$ cat config.mk
export PLATFORM = sky130hd
export DESIGN_NAME = macc_stream_acc
export DESIGN_NICKNAME = d
export VERILOG_FILES = /design/src/rtl/macc_stream_acc_pkg.sv /design/src/rtl/macc_stream_acc_adder_tree.sv /design/src/rtl/macc_stream_acc.sv
export SDC_FILE = /design/constraint.sdc
export NUM_CORES = 2
export LEC_CHECK = 0
export CAP_MARGIN = 20
export CELL_PAD_IN_SITES_DETAIL_PLACEMENT = 1
export CELL_PAD_IN_SITES_GLOBAL_PLACEMENT = 2
export CORE_ASPECT_RATIO = 0.75
export CORE_MARGIN = 8
export CORE_UTILIZATION = 40
export CTS_CLUSTER_DIAMETER = 120
export DETAILED_ROUTE_END_ITERATION = 16
export GPL_ROUTABILITY_DRIVEN = 0
export PLACE_DENSITY_LB_ADDON = 0.1
export SYNTH_ARGS = -nofsm -noshare
export SYNTH_HDL_FRONTEND = slang
export SYNTH_SLANG_ARGS = --single-unit
$ cat constraint.sdc
create_clock -name clk -period 7.2 [get_ports clk]
set_input_delay 1.08 -clock clk [delete_from_list [all_inputs] [get_ports clk]]
set_output_delay 1.08 -clock clk [all_outputs]
set_load 0.1 [all_outputs]
$ cat src/rtl/macc_stream_acc_pkg.sv
// Shared definitions for the streaming multiply-accumulate engine.
// Provides the accumulator state encoding and elaboration-time width helpers.
// No logic lives here; everything is constant-folded at elaboration.
package macc_stream_acc_pkg;

    typedef enum logic {
        ACC_IDLE = 1'b0,   // accumulator empty, next beat opens a vector
        ACC_OPEN = 1'b1    // vector in progress, accumulator holds a partial sum
    } acc_state_t;

    // Ceiling log2, with clog2(1) = 0.
    function automatic int clog2(input int n);
        int r;
        int v;
        r = 0;
        v = n - 1;
        while (v > 0) begin
            r = r + 1;
            v = v >> 1;
        end
        return r;
    endfunction

    // Width of the summed products of one beat: product width plus tree growth.
    function automatic int tree_width(input int data_width, input int num_inputs);
        return 2 * data_width + clog2(num_inputs);
    endfunction

    // Cycles from a beat being presented to its result pulse.
    function automatic int pipe_latency(input int num_inputs);
        return clog2(num_inputs) + 2;
    endfunction

endpackage

$ cat src/rtl/macc_stream_acc_adder_tree.sv
// Purpose: pipelined binary adder tree summing NUM_INPUTS operands, valid/last sideband.
// Latency: clog2(NUM_INPUTS) cycles, one registered layer per tree level.
// Backpressure: none; a new set of operands may enter every cycle.
// Ports: clk, rst_n (sync, active-low, clears sideband only), data (packed operands),
//        valid/last in, sum (DATA_WIDTH+L bits), sum_valid/sum_last out.
module macc_stream_acc_adder_tree
    import macc_stream_acc_pkg::*;
#(
    parameter int NUM_INPUTS = 4,
    parameter int DATA_WIDTH = 16,
    parameter bit SIGNED     = 1'b1,
    localparam int L         = clog2(NUM_INPUTS),
    localparam int SW        = DATA_WIDTH + L
) (
    input  logic                             clk,
    input  logic                             rst_n,
    input  logic [NUM_INPUTS*DATA_WIDTH-1:0] data,
    input  logic                             valid,
    input  logic                             last,
    output logic [SW-1:0]                    sum,
    output logic                             sum_valid,
    output logic                             sum_last
);

    // Tree is built over the next power of two; missing leaves are zero.
    localparam int P = 1 << L;

    logic [L-1:0] vld_q;
    logic [L-1:0] last_q;

    for (genvar l = 0; l <= L; l++) begin : g_lvl
        logic [SW-1:0] node [P >> l];

        if (l == 0) begin : g_leaf
            for (genvar j = 0; j < P; j++) begin : g_in
                if (j < NUM_INPUTS) begin : g_used
                    logic [DATA_WIDTH-1:0] x;
                    assign x       = data[j*DATA_WIDTH +: DATA_WIDTH];
                    // Extend once at the leaves so every layer adds at full width.
                    assign node[j] = {{L{SIGNED & x[DATA_WIDTH-1]}}, x};
                end else begin : g_pad
                    assign node[j] = '0;
                end
            end
        end else begin : g_add
            for (genvar j = 0; j < (P >> l); j++) begin : g_pair
                logic [SW-1:0] q;
                always_ff @(posedge clk) begin
                    q <= g_lvl[l-1].node[2*j] + g_lvl[l-1].node[2*j+1];
                end
                assign node[j] = q;
            end
        end
    end

    assign sum = g_lvl[L].node[0];

    // Only the sideband is reset; sum data is qualified by sum_valid.
    always_ff @(posedge clk) begin
        if (!rst_n) begin
            vld_q  <= '0;
            last_q <= '0;
        end else begin
            vld_q  <= (vld_q << 1)  | L'(valid);
            last_q <= (last_q << 1) | L'(valid & last);
        end
    end

    assign sum_valid = vld_q[L-1];
    assign sum_last  = last_q[L-1];

endmodule

$ cat src/rtl/macc_stream_acc.sv
// Purpose: streaming dot-product engine; per-beat products summed, accumulated per vector, saturated.
// Latency: clog2(NUM_INPUTS)+2 cycles from a last beat being presented to the o_valid pulse.
// Backpressure: none; a beat is accepted on every cycle with i_valid high.
// Ports: clk, rst_n (sync, active-low); i_data_a/i_data_b packed operand vectors,
//        i_valid/i_last beat qualifiers; o_data (saturated result), o_valid (1-cycle pulse),
//        o_overflow (clamp seen in vector), o_beats (beats in vector, saturating).
module macc_stream_acc
    import macc_stream_acc_pkg::*;
#(
    parameter int NUM_INPUTS = 20,
    parameter int DATA_WIDTH = 8,
    parameter bit SIGNED     = 1'b1,
    parameter int ACC_WIDTH  = 32,
    parameter int BEAT_WIDTH = 16
) (
    input  logic                             clk,
    input  logic                             rst_n,
    input  logic [DATA_WIDTH*NUM_INPUTS-1:0] i_data_a,
    input  logic [DATA_WIDTH*NUM_INPUTS-1:0] i_data_b,
    input  logic                             i_valid,
    input  logic                             i_last,
    output logic [ACC_WIDTH-1:0]             o_data,
    output logic                             o_valid,
    output logic                             o_overflow,
    output logic [BEAT_WIDTH-1:0]            o_beats
);

    localparam int PW = 2 * DATA_WIDTH;
    localparam int TW = tree_width(DATA_WIDTH, NUM_INPUTS);
    localparam int EW = ACC_WIDTH + 1;   // one guard bit catches any single-add overflow

    // ---------------- stage 0: products ----------------
    logic [NUM_INPUTS*PW-1:0] prod;
    logic [NUM_INPUTS*PW-1:0] prod_q;
    logic                     prod_vld;
    logic                     prod_last;

    for (genvar i = 0; i < NUM_INPUTS; i++) begin : g_mul
        logic [DATA_WIDTH-1:0] a;
        logic [DATA_WIDTH-1:0] b;
        logic [PW-1:0]         a_ext;
        logic [PW-1:0]         b_ext;
        (* use_dsp = "yes" *) logic [PW-1:0] p;

        assign a     = i_data_a[i*DATA_WIDTH +: DATA_WIDTH];
        assign b     = i_data_b[i*DATA_WIDTH +: DATA_WIDTH];
        // Low PW bits of the extended product are exact for both signednesses.
        assign a_ext = {{DATA_WIDTH{SIGNED & a[DATA_WIDTH-1]}}, a};
        assign b_ext = {{DATA_WIDTH{SIGNED & b[DATA_WIDTH-1]}}, b};
        assign p     = a_ext * b_ext;
        assign prod[i*PW +: PW] = p;
    end

    always_ff @(posedge clk) begin
        if (i_valid) begin
            prod_q <= prod;
        end
    end

    always_ff @(posedge clk) begin
        if (!rst_n) begin
            prod_vld  <= 1'b0;
            prod_last <= 1'b0;
        end else begin
            prod_vld  <= i_valid;
            prod_last <= i_valid & i_last;
        end
    end

    // ---------------- stages 1..L: adder tree ----------------
    logic [TW-1:0] tree_sum;
    logic          tree_vld;
    logic          tree_last;

    macc_stream_acc_adder_tree #(
        .NUM_INPUTS (NUM_INPUTS),
        .DATA_WIDTH (PW),
        .SIGNED     (SIGNED)
    ) u_tree (
        .clk       (clk),
        .rst_n     (rst_n),
        .data      (prod_q),
        .valid     (prod_vld),
        .last      (prod_last),
        .sum       (tree_sum),
        .sum_valid (tree_vld),
        .sum_last  (tree_last)
    );

    // ---------------- stage L+1: accumulator ----------------
    acc_state_t             state_q, state_d;
    logic [ACC_WIDTH-1:0]   acc_q, acc_d;
    logic                   ovf_q, ovf_d;
    logic [BEAT_WIDTH-1:0]  beats_q, beats_d;
    logic [ACC_WIDTH-1:0]   out_data_d;
    logic                   out_vld_d, out_ovf_d;
    logic [BEAT_WIDTH-1:0]  out_beats_d;

    logic [EW-1:0]          sum_ext, acc_base, total;
    logic                   clamp;
    logic [ACC_WIDTH-1:0]   sat_val;
    logic [BEAT_WIDTH-1:0]  beats_inc;

    assign sum_ext  = {{(EW-TW){SIGNED & tree_sum[TW-1]}}, tree_sum};
    // An idle accumulator contributes nothing, so a new vector starts from the beat sum.
    assign acc_base = (state_q == ACC_OPEN) ? {SIGNED & acc_q[ACC_WIDTH-1], acc_q} : '0;
    assign total    = acc_base + sum_ext;

    always_comb begin
        clamp   = SIGNED ? (total[ACC_WIDTH] ^ total[ACC_WIDTH-1]) : total[ACC_WIDTH];
        sat_val = total[ACC_WIDTH-1:0];
        if (clamp) begin
            // Signed: guard bit gives the direction (1 = below min, 0 = above max).
            if (SIGNED) sat_val = {total[ACC_WIDTH], {(ACC_WIDTH-1){~total[ACC_WIDTH]}}};
            else        sat_val = '1;
        end
    end

    always_comb begin
        beats_inc = BEAT_WIDTH'(1);
        if (state_q == ACC_OPEN) begin
            beats_inc = (beats_q == '1) ? beats_q : beats_q + BEAT_WIDTH'(1);
        end
    end

    always_comb begin
        state_d     = state_q;
        acc_d       = acc_q;
        ovf_d       = ovf_q;
        beats_d     = beats_q;
        out_vld_d   = 1'b0;
        out_data_d  = o_data;
        out_ovf_d   = o_overflow;
        out_beats_d = o_beats;
        if (tree_vld) begin
            if (tree_last) begin
                out_vld_d   = 1'b1;
                out_data_d  = sat_val;
                out_ovf_d   = ovf_q | clamp;
                out_beats_d = beats_inc;
                state_d     = ACC_IDLE;
                acc_d       = '0;
                ovf_d       = 1'b0;
                beats_d     = '0;
            end else begin
                state_d     = ACC_OPEN;
                acc_d       = sat_val;   // a clamped value remains the base
                ovf_d       = ovf_q | clamp;
                beats_d     = beats_inc;
            end
        end
    end

    always_ff @(posedge clk) begin
        if (!rst_n) begin
            state_q    <= ACC_IDLE;
            acc_q      <= '0;
            ovf_q      <= 1'b0;
            beats_q    <= '0;
            o_valid    <= 1'b0;
            o_data     <= '0;
            o_overflow <= 1'b0;
            o_beats    <= '0;
        end else begin
            state_q    <= state_d;
            acc_q      <= acc_d;
            ovf_q      <= ovf_d;
            beats_q    <= beats_d;
            o_valid    <= out_vld_d;
            o_data     <= out_data_d;
            o_overflow <= out_ovf_d;
            o_beats    <= out_beats_d;
        end
    end

endmodule

==> metrics.sh <==
SETUP_VIOL=0
GR-USAGE-MET3=0.0231
PWR_DENSITY_CELL_nW_PER_UM2=430
SYNTH_AREA_PER_CELL_SQ_UM=9.73
POST_SYNTH_NUM_CELL_TYPES=88
RELSLEWSLACK=0.272
SEQ_AREA_FRAC_SYNTH=0.228
CRITPATHKIND='in2reg'
RSZ0062_AT_GRT='no'
PATH_MAX_FANOUT=8
MAXIMUM_NUMBER_OF_PINS_ON_ONE_NET_BEFORE_GLOBAL_ROUTE_REPAIR=115
DRIVE_GT1_FRAC=0.0255
SYNTHARSTFLOPSHARE=0
FLOORPLAN.DIE_AREA_SQ_UM=233000
CTS_MADE_BUFFERS=91
PLACE.PORT_BUFFERS=373
FILLERINSTANCES=24348
CELLLEAKAGEPOWER_nW=45.4
GRT_REMAINING_OVERFLOW=0
CLOCK_LATENCY_NS=0.70
POST_DRT_VIA_CELL_RATIO=4.95
CPLARGESTDELAYFAMILY='adder cells'
ARRIVAL_NS=6.21
POWER.IR.VDD_WORST_V=0.000206
YS_WARN_COUNT=0
ANTENNA_VIOLATING_NETS_POST_ROUTE=0
GRT_BUSIEST_LAYER='met2'
FINAL-HOLD-VIOLATION-COUNT=0
DRT_FIRST_PASS_ITERS=5
MAXCAPVIOLCOUNT=0
SYN-NUM-NETS=11327
WORSTHOLDPATHTYPE='reg2reg'
FINALSETUPTNS_NS=0
ANTENNA_FOUND_INITIAL=28
SYNTH_EDF_COUNT=320
CTS-ROOT-TO-SINK-BUFFERS=3
MAXCLOCKFREQUENCY_MHz=173
CTS.HOLD.BUFFERS_ADDED=0
ROUTE.FINAL.WIRE_LENGTH_MM=229
PLACE_AREA_SQ_UM=94200
DETAILROUTE.VIA_COUNT=60891
SYN-CELL-AREA_SQ_UM=87000
OUTCOME='finished clean'
YS_TOP_CELLS_BY_AREA='fa_1, ha_1, dfxtp_1'
USE_MET2=0.320
DIE_H_UM=420
CTS_RESIZED=0
GRT_PASS1_WL_MM=375
CTS.CLK_SLEW.WORST_PATHS_NS=0.06
CRITICAL_PATH_REQUIRED_NS=7.63
POSTCTSSETUPBUFFERS=0
FINAL_PERIOD_UTIL=0.803
DP_HPWL_MM=193
SLOWEST_STAGE='clkdlybuf4s50_1'
TIMING.CRITICAL_PATH.CELLS='clkdlybuf4s50_1 > and2_1 > fa_1 > inv_1 > fa_1 > inv_1 > fa_1 > inv_1 > fa_1 > inv_1 > ha_1 > o21ai_0 > a21boi_0 > o21ai_0 > a21boi_0 > o21ai_0 > a21boi_0 > nor4_1 > a311o_1'
TRACK_USAGE=0.200
CORE.ROWCOUNT=148
LAYOUT_MIN_CYCLE_TIME_NS=5.78
YS_SEQ_ELEMENTS=833
CRITPATHMAXSTAGEDELAY_NS=0.57
ROUTE.DETAILED.WL_PER_INST_UM=18.6
POST-SYNTH-TOP-AREA-FRACTION=0.258
NUMCLOCKSINKS=833
CTS.ROOT.BUFFER_CELL='clkbuf_16'
WORST_SETUP_PATH_START_KIND='input pin'
POST_SYNTH_INST_COUNT=8945
SYNTH_LARGEST_AREA_CELL='fa_1'
DRT_ITER0_MARKERS=2701
FIRST_GLOBAL_VIAS=67236
WORST_SLEW_PIN_SLEW_NS=1.09
START_UTIL=0.402
AREA_DELTA_SYNTH_FINAL_PCT=12.0
DOMINANTREGCELLSYNTH='dfxtp_1'
X_DIMENSION_OF_THE_DIE_UM=555
ENDPOINT_KIND='flop'
LAYOUT.NETS=11755
WORST_R2R_PATH_DEPTH=14
MIN_DELAY_PATH_DEPTH=0
SYNTH.CELLS.MOST_FREQUENT='inv_1, fa_1, ha_1'
FINAL-MAX-SLEW-VIOLATION-COUNT=0
POST-ROUTE-DRC-COUNT=0
SKEW_NS=0.0320
BOUNDARYPINS=374
CORE_AREA_SQ_UM=217000
SYNTH_MOST_COMMON_CELL='inv_1'
FIN_WORST_HOLD_SLACK_NS=0.324
CRIT_CELLS=19
CRIT_BUF_INV=5
HTREEDEPTH=3
CTS_TREE='yes'
FINISH.INSTANCE_AREA_SQ_UM=97400
POST-ROUTE-UTIL=0.450
GRTUSAGEMET1=0.297
layout by cell type (no fill, tap or decap), types with 28 or more instances in the layout:
master	count
inv_1	1835
fa_1	1120
ha_1	938
and2_1	872
nand2_1	536
dfxtp_1	513
xnor2_1	498
nor2_1	400
clkdlybuf4s50_1	372
edfxtp_1	320
a21oi_1	272
nor2b_1	188
o21ai_0	185
nor3_1	144
nand3_1	139
clkbuf_16	102
a21o_1	101
xor2_1	68
a21boi_0	62
nand2b_1	59
o21a_1	54
and3_1	51
a221o_1	40
o21bai_1	37
a2111oi_0	31
or3_1	28
layer usage:
metal  wire, um  vias to the layer above
li1           -                    29472
met1     117000                    30541
met2     101000                      693
met3       7220                      183
met4       3180                        2
met5         10                        -
kinds of logic (layout without fill, tap and decap cells):
family	Yosys count	count (layout)	synth area share
AOI/OAI and AO/OA	1087	1087	0.0879
buffers and inverters	1885	2389	0.0819
adders and majority gates	2058	2058	0.393
xor gates and xnor gates	567	567	0.0572
other	0	10	0
DFF	833	833	0.228
muxes	26	26	0.00324
and+or+nand+nor	2489	2489	0.149
through the flow:
stage	setup slack, ns	power (mW)	instances
6_report	1.42	41.9	12309
5_1_grt	1.13	46.4	12304
4_1_cts	1.52	42.6	12299
3_5_place_dp	0.778	37.1	12130
3_3_place_gp	0.963	36.6	12129
2_1_floorplan	1.87	29.1	8945
worst paths after layout:
kind / from / to / slack (ns)
setup / recovery: i_data_b[26] / prod_q[62] / 1.42
hold reg to reg: u_tree.g_lvl[3].g_add.g_pair[2].q[18] / u_tree.g_lvl[4].g_add.g_pair[1].q[18] / 0.32
setup reg to reg: state_q / o_data[22] / 2.83
hold / removal: u_tree.g_lvl[3].g_add.g_pair[2].q[18] / u_tree.g_lvl[4].g_add.g_pair[1].q[18] / 0.32
registers in the layout, summed over array words and instances, names as in the netlist:
signal                       flops
prod_last                        1
state_q                          1
u_tree.last_q                    5
ovf_q                            1
beats_q                         16
prod_vld                         1
prod_q                         320
o_valid                          1
o_data                          32
acc_q                           32
u_tree.vld_q                     5
o_overflow                       1
u_tree.g_lvl.g_add.g_pair.q    380
u_tree.sum                      21
o_beats                         16
where the power goes:
part	internal (mW)	switching, mW
logic	11.9	15.7
registers	8.00	1.31
clock network	2.96	2.07
area by class of cell:
type	instances	area (sq um)	share of cell area
flip-flops and latches	833	19900	0.204
multi-input cells	6227	60000	0.616
well taps	2850	3570	0.0366
repair buffers	383	3830	0.0393
clock buffers	132	2800	0.0287
diodes	10	25.0	0.000257
clock inverters	37	404	0.00415
inverters	1837	6900	0.0708
worst reg2reg max path: cells and delay by family (launching register included):
| kind | cells | cell delay (ns) |
|---|---|---|
| AO/OA/AOI/OAI | 7 | 1.63 |
| XOR/XNOR | 1 | 0.76 |
| adder cells (fa/ha/maj) | 2 | 0.63 |
| buffers and inverters | 2 | 0.45 |
| flip-flops | 1 | 0.36 |
| AND/OR/NAND/NOR | 2 | 0.41 |
(Power assumes the default switching activity.)
